**config.mk**
```make
export PLATFORM = sky130hd
export DESIGN_NAME = strided_addr_gen
export DESIGN_NICKNAME = d
export VERILOG_FILES = /design/src/rtl/strided_addr_gen.sv
export SDC_FILE = /design/constraint.sdc
export NUM_CORES = 1
export LEC_CHECK = 0
export ABC_AREA = 1
export BUFFER_PORTS_ARGS = -buffer_cell sky130_fd_sc_hd__buf_2
export CAP_MARGIN = 5
export CORE_ASPECT_RATIO = 1.5
export CORE_MARGIN = 2
export CORE_UTILIZATION = 52
export CTS_CLUSTER_DIAMETER = 50
export DETAILED_ROUTE_END_ITERATION = 8
export PLACE_DENSITY = 0.74
export SYNTH_ARGS = -nofsm -noshare
export SYNTH_HDL_FRONTEND = slang
export SYNTH_SLANG_ARGS = --single-unit
```
**constraint.sdc**
```tcl
create_clock -name clk -period 2 [get_ports clk]
set_input_delay 0.2 -clock clk [delete_from_list [all_inputs] [get_ports clk]]
set_output_delay 0.2 -clock clk [all_outputs]
set_load 0.05 [all_outputs]
```
**src/rtl/strided_addr_gen.sv**
```systemverilog
`default_nettype none
// +------------------------------------------------------------------------+
// | Module : strided_addr_gen                                              |
// | Brief  : 2-D strided address generator. Walks row_count x col_count    |
// |          addresses (base + r*row_stride + c*col_stride, mod 2^AW) and  |
// |          streams them over a valid/ready port, flagging the last      |
// |          address and pulsing done at the end of each tile.            |
// |          Optional bounds checking: STRIDED_ADDR_GEN_BOUND_CHECK_EN     |
// |          adds limit_addr / bound_err.                                  |
// | Rev    : 1.0  initial release                                          |
// +------------------------------------------------------------------------+
module strided_addr_gen #(
  parameter int ADDR_WIDTH = 4,
  parameter int CNT_WIDTH  = 4
) (
  input  logic                  clk,
  input  logic                  rst,
  input  logic                  start,
  input  logic [ADDR_WIDTH-1:0] base_addr,
  input  logic [ADDR_WIDTH-1:0] col_stride,
  input  logic [ADDR_WIDTH-1:0] row_stride,
  input  logic [CNT_WIDTH-1:0]  col_count,
  input  logic [CNT_WIDTH-1:0]  row_count,
  output logic [ADDR_WIDTH-1:0] addr,
  output logic                  addr_valid,
  input  logic                  addr_ready,
  output logic                  addr_last,
  output logic                  busy,
  output logic                  done
`ifdef STRIDED_ADDR_GEN_BOUND_CHECK_EN
  ,
  input  logic [ADDR_WIDTH-1:0] limit_addr,
  output logic                  bound_err
`endif
);

  localparam logic [0:0] S_IDLE = 1'b0;
  localparam logic [0:0] S_RUN  = 1'b1;

  localparam logic [CNT_WIDTH-1:0] CNT_ONE  = {{(CNT_WIDTH-1){1'b0}}, 1'b1};
  localparam logic [CNT_WIDTH-1:0] CNT_ZERO = '0;

  logic [0:0]            state_q, state_d;
  logic [ADDR_WIDTH-1:0] addr_q, addr_d;
  logic                  addr_valid_q, addr_valid_d;
  logic                  done_q, done_d;
  logic [ADDR_WIDTH-1:0] row_base_q, row_base_d;
  logic [ADDR_WIDTH-1:0] col_stride_q, col_stride_d;
  logic [ADDR_WIDTH-1:0] row_stride_q, row_stride_d;
  logic [CNT_WIDTH-1:0]  col_count_q, col_count_d;
  logic [CNT_WIDTH-1:0]  row_count_q, row_count_d;
  logic [CNT_WIDTH-1:0]  r_q, r_d;
  logic [CNT_WIDTH-1:0]  c_q, c_d;

  logic                  xfer;
  logic                  col_end;
  logic                  at_last;
  logic                  cfg_nonzero;
  logic [ADDR_WIDTH-1:0] next_addr;
  logic                  start_oob;
  logic                  next_oob;

`ifdef STRIDED_ADDR_GEN_BOUND_CHECK_EN
  logic [ADDR_WIDTH-1:0] limit_q, limit_d;
  logic                  bound_err_q, bound_err_d;
`endif

  // Handshake and position decode for the address currently presented.
  always_comb begin
    xfer        = addr_valid_q && addr_ready;
    col_end     = (c_q == (col_count_q - CNT_ONE));
    at_last     = col_end && (r_q == (row_count_q - CNT_ONE));
    cfg_nonzero = (col_count != CNT_ZERO) && (row_count != CNT_ZERO);
    // End of a row restarts from the next row base; otherwise step one column.
    next_addr   = col_end ? (row_base_q + row_stride_q) : (addr_q + col_stride_q);
  end

`ifdef STRIDED_ADDR_GEN_BOUND_CHECK_EN
  // Out-of-range tests for the first address of a tile and the next address.
  always_comb begin
    start_oob = (base_addr > limit_addr);
    next_oob  = (next_addr > limit_q);
  end
`else
  // Bounds checking not built: nothing is ever out of range.
  always_comb begin
    start_oob = 1'b0;
    next_oob  = 1'b0;
  end
`endif

  // Next-state logic for the tile walker.
  always_comb begin
    state_d      = state_q;
    addr_d       = addr_q;
    addr_valid_d = addr_valid_q;
    done_d       = 1'b0;
    row_base_d   = row_base_q;
    col_stride_d = col_stride_q;
    row_stride_d = row_stride_q;
    col_count_d  = col_count_q;
    row_count_d  = row_count_q;
    r_d          = r_q;
    c_d          = c_q;

    case (state_q)
      S_IDLE: begin
        if (start) begin
          if (!cfg_nonzero) begin
            // Empty tile: nothing to emit, report completion straight away.
            done_d = 1'b1;
          end else begin
            row_base_d   = base_addr;
            col_stride_d = col_stride;
            row_stride_d = row_stride;
            col_count_d  = col_count;
            row_count_d  = row_count;
            r_d          = CNT_ZERO;
            c_d          = CNT_ZERO;
            if (!start_oob) begin
              state_d      = S_RUN;
              addr_d       = base_addr;
              addr_valid_d = 1'b1;
            end
          end
        end
      end
      S_RUN: begin
        if (xfer) begin
          if (at_last) begin
            // Tile finished; addr keeps the final value for observability.
            state_d      = S_IDLE;
            addr_valid_d = 1'b0;
            done_d       = 1'b1;
          end else if (next_oob) begin
            // Refuse to present an address past the limit; abort silently.
            state_d      = S_IDLE;
            addr_valid_d = 1'b0;
          end else begin
            addr_d = next_addr;
            if (col_end) begin
              c_d        = CNT_ZERO;
              r_d        = r_q + CNT_ONE;
              row_base_d = next_addr;
            end else begin
              c_d = c_q + CNT_ONE;
            end
          end
        end
      end
      default: begin
        state_d      = S_IDLE;
        addr_valid_d = 1'b0;
      end
    endcase
  end

`ifdef STRIDED_ADDR_GEN_BOUND_CHECK_EN
  // Limit capture on accepted start and one-cycle error pulse on violation.
  always_comb begin
    limit_d     = (state_q == S_IDLE && start && cfg_nonzero) ? limit_addr : limit_q;
    bound_err_d = (state_q == S_IDLE && start && cfg_nonzero && start_oob) ||
                  (state_q == S_RUN && xfer && !at_last && next_oob);
  end

  // Bounds-check registers.
  always_ff @(posedge clk) begin
    if (rst) begin
      limit_q     <= '0;
      bound_err_q <= 1'b0;
    end else begin
      limit_q     <= limit_d;
      bound_err_q <= bound_err_d;
    end
  end

  assign bound_err = bound_err_q;
`endif

  // State, address and latched configuration registers.
  always_ff @(posedge clk) begin
    if (rst) begin
      state_q      <= S_IDLE;
      addr_q       <= '0;
      addr_valid_q <= 1'b0;
      done_q       <= 1'b0;
      row_base_q   <= '0;
      col_stride_q <= '0;
      row_stride_q <= '0;
      col_count_q  <= '0;
      row_count_q  <= '0;
      r_q          <= '0;
      c_q          <= '0;
    end else begin
      state_q      <= state_d;
      addr_q       <= addr_d;
      addr_valid_q <= addr_valid_d;
      done_q       <= done_d;
      row_base_q   <= row_base_d;
      col_stride_q <= col_stride_d;
      row_stride_q <= row_stride_d;
      col_count_q  <= col_count_d;
      row_count_q  <= row_count_d;
      r_q          <= r_d;
      c_q          <= c_d;
    end
  end

  assign addr       = addr_q;
  assign addr_valid = addr_valid_q;
  assign addr_last  = addr_valid_q && at_last;
  assign busy       = (state_q == S_RUN);
  assign done       = done_q;

endmodule
`default_nettype wire

```
==> flow_summary.toml <==
[timing]
drv_slew = 0
tightest_slew_ns = 0.627
finalClockSkew_ns = 0.00601
max-slew-margin-rel_pct = 58.2
fin_crit_sh_pct = 99.0
setup_viol = 0
max_freq_mhz = 505
layout_setup_ws_ns = 0.0208
rsz0062_at_grt = "true"
fin_crit_ns = 1.98
hold_viol = 0

[floorplan]
dieArea_um2 = 4680
start_util_pct = 54.4
io_pins = 32
rows = 28
coreArea_um2 = 3960
chipHeight_um = 82.8
die_width_um = 56.5

[logic_synthesis]
postSynthCellCount = 324
async_reset_ff_share_pct = 0
ys_seq_elements = 35
netlist_area_um2 = 2150
yosys_warnings = 0
ys.flop_type = "dfxtp_1"
synth_edf_count = 0
syn_area_per_cell_um2 = 6.64
synth_nets = 360
yosysUniqueCellTypes = 31
yosysSeqAreaShare_pct = 32.6

[worst_setup_path]
reg2reg_from = "col_count_q[0]$_SDFFE_PP0P_"
cp_slowest_stage_delay_ns = 0.34
crit_required_ns = 1.80
cp_max_fo = 3
crit_path_start_kind = "register"
end_kind = "output pin"
crit_arrival_ns = 1.78
crit_family = "simple AND/OR/NAND/NOR gates"
crit_chain = "inv_2 > ha_4 > inv_2 > nand2_1 > nand2_1 > nor2_2 > nand3_2 > nor2_8 > and3_4 > buf_8"
critical_path_class = "register to output pin"
crit_start = "col_count_q[0]$_SDFFE_PP0P_"
critPathSlowestCell = "dfxtp_2"
cp_num_buf_inv = 3

[grt]
grt_antenna_before_repair = 0
grt_pass1_wl_um = 7790
grt.total_usage_pct = 21.5
grt_pass1_vias = 1843
grt_max_degree = 19
grt.overflow.total = 0

[placed_design]
numPortBuffers = 31
detailed_place_hpwl_um = 3620
place.gp.congestion = 0.812
place_inst = 396
place_ws_ns = 0.0790
dpl_cell_area_um2 = 2340

[pwr]
power.density_nw_per_um2 = 826
peakVddDrop_mv = 0.709
pwr-share-clk_pct = 35.5
p_comb_share_pct = 26.9
swShare_pct = 32.2
p_seq_share_pct = 37.6
leakage_nw = 1.32
intPower_mw = 1.47
switching_power_uw = 697
power.total_mw = 2.16

[flow_run]
maxCapViolCount = 0

[route]
wl_met3_um = 207
via_count = 2080
routed.top_layer = "met4"
wire_per_inst_um = 12.1
first_iter_violations = 67
drc = 0
wl_met1_um = 2120
drtAntennaViolNets = 0
viasPerCell = 5.06
wirelength_um = 4960
first_pass_iters = 4
dr_wl_met2_um = 2550

[finish]
fin_cells = 411
nets = 401
stdcell_area_um2 = 2620
seqCellArea_um2 = 707
drive_above_1_share_pct = 22.7
multiInputGateArea_um2 = 1290
post-route-util_pct = 66.1
layout_commonest_cell = "nand2_1"
antennaDiodeCount = 0
num-fill-cells = 375
area_growth_pct = 21.6
layout_common_cells = "100 x nand2_1, 39 x inv_1, 33 x nor2_1"

[cts]
cts_tree = "done"
htreeDepth = 2
clockRootBuffer = "clkbuf_8"
ctsHoldBuffers = 0
clkLatencyLatePin_ns = 0.29
clkSinkCount = 35
cts_max_path_buffers = 2
cts_buffers = 5
path_clk_slew_ns = 0.08

[worst_hold_path]
hp-start = "row_stride[0]"
hp-class = "input port to register"

[status]
status = "finished clean"
[power by group through the flow]
stage,registers [mW],clock network (mW),logic (mW)
6_report,0.812,0.768,0.582
5_1_grt,0.821,0.807,0.659
2_1_floorplan,0.861,0,0.380
4_1_cts,0.809,0.783,0.560
3_3_place_gp,0.824,0,0.528
3_5_place_dp,0.824,0,0.539
[area by class of cell]
cell class | count | share of cell area [%]
inverters | 48 | 6.98
multi-input cells | 234 | 49.3
flip-flops and latches | 35 | 27.0
repair buffers | 41 | 9.32
clock buffers | 5 | 2.63
clock inverters | 3 | 2.58
well taps | 45 | 2.15
[logic make-up after synthesis]
group,share of synthesized area [%]
compound gates,9.13
xor+xnor,2.44
fa+ha+maj,7.67
buf+inv,10.8
flops,32.6
simple gates,37.4
[cell usage after synthesis, types with 2 or more instances]
master / n / area (um^2)
nand2_1: 100 / 375
xnor2_1: 2 / 17.5
o21ai_1: 2 / 10.0
nand2_4: 3 / 33.8
nand3_1: 20 / 100
clkbuf_1: 3 / 11.3
inv_1: 42 / 158
xor2_1: 4 / 35.0
fa_1: 2 / 40.0
dfxtp_1: 35 / 701
nand3_2: 2 / 20.0
nand3_4: 2 / 35.0
nor2_1: 35 / 131
nor2_2: 3 / 18.8
a21oi_1: 23 / 115
ha_1: 10 / 125
nor3_1: 2 / 10.0
buf_2: 2 / 10.0
inv_2: 6 / 22.5
nand4_1: 5 / 31.3
o21ai_0: 11 / 55.1
[worst paths after layout]
check / to / slack [ns] / cells after the start
setup / recovery: addr_last / 0.02 / 10
hold / removal: row_stride_q[0]$_SDFFE_PP0P_ / 0.15 / 3
setup reg to reg: c_q[1]$_SDFFE_PP0P_ / 0.10 / 14
hold reg to reg: col_stride_q[2]$_SDFFE_PP0P_ / 0.47 / 2
[metal layers]
| layer | track usage [%] | vias to the layer above |
|---|---|---|
| li1 | - | 1093 |
| met1 | 24.4 | 930 |
| met3 | 4.34 | 7 |
| met5 | 0 | - |
| met2 | 39.0 | 50 |
| met4 | 9.05 | 0 |
[flip-flops by register name, indices dropped and copies added (netlist names)]
name	count
row_stride_q	4
addr	4
col_stride_q	4
row_count_q	4
col_count_q	4
r_q	4
busy	1
row_base_q	4
addr_valid	1
c_q	4
done	1
[worst reg2reg max path, cell delays in order, from the launching register on]
cell	delay, ns
dfxtp_2	0.34
inv_2	0.06
ha_4	0.26
inv_2	0.03
nand2_1	0.05
nand2_1	0.05
nor2_2	0.13
nand3_2	0.13
nor2_8	0.11
buf_6	0.12
nand3_4	0.16
nand2_8	0.15
inv_1	0.07
nor2_1	0.09
nor2_1	0.05
[stage by stage]
stage	setup TNS, ns	hold slack, ns
after floorplan	0	0.345
after global placement	0	0.450
after detailed placement	0	0.456
after CTS	0	0.143
after global routing	-0.101	0.163
final	0	0.146
[repair_timing]
| action | CTS | global route |
|---|---|---|
| gates cloned | 0 | 1 |
| pin swaps | 4 | 7 |
| gates resized for setup | 9 | 12 |
| endpoints found under the setup margin | 1 | 16 |
| buffers inserted | 4 | 2 |
Power figures use the tool's default switching activity.
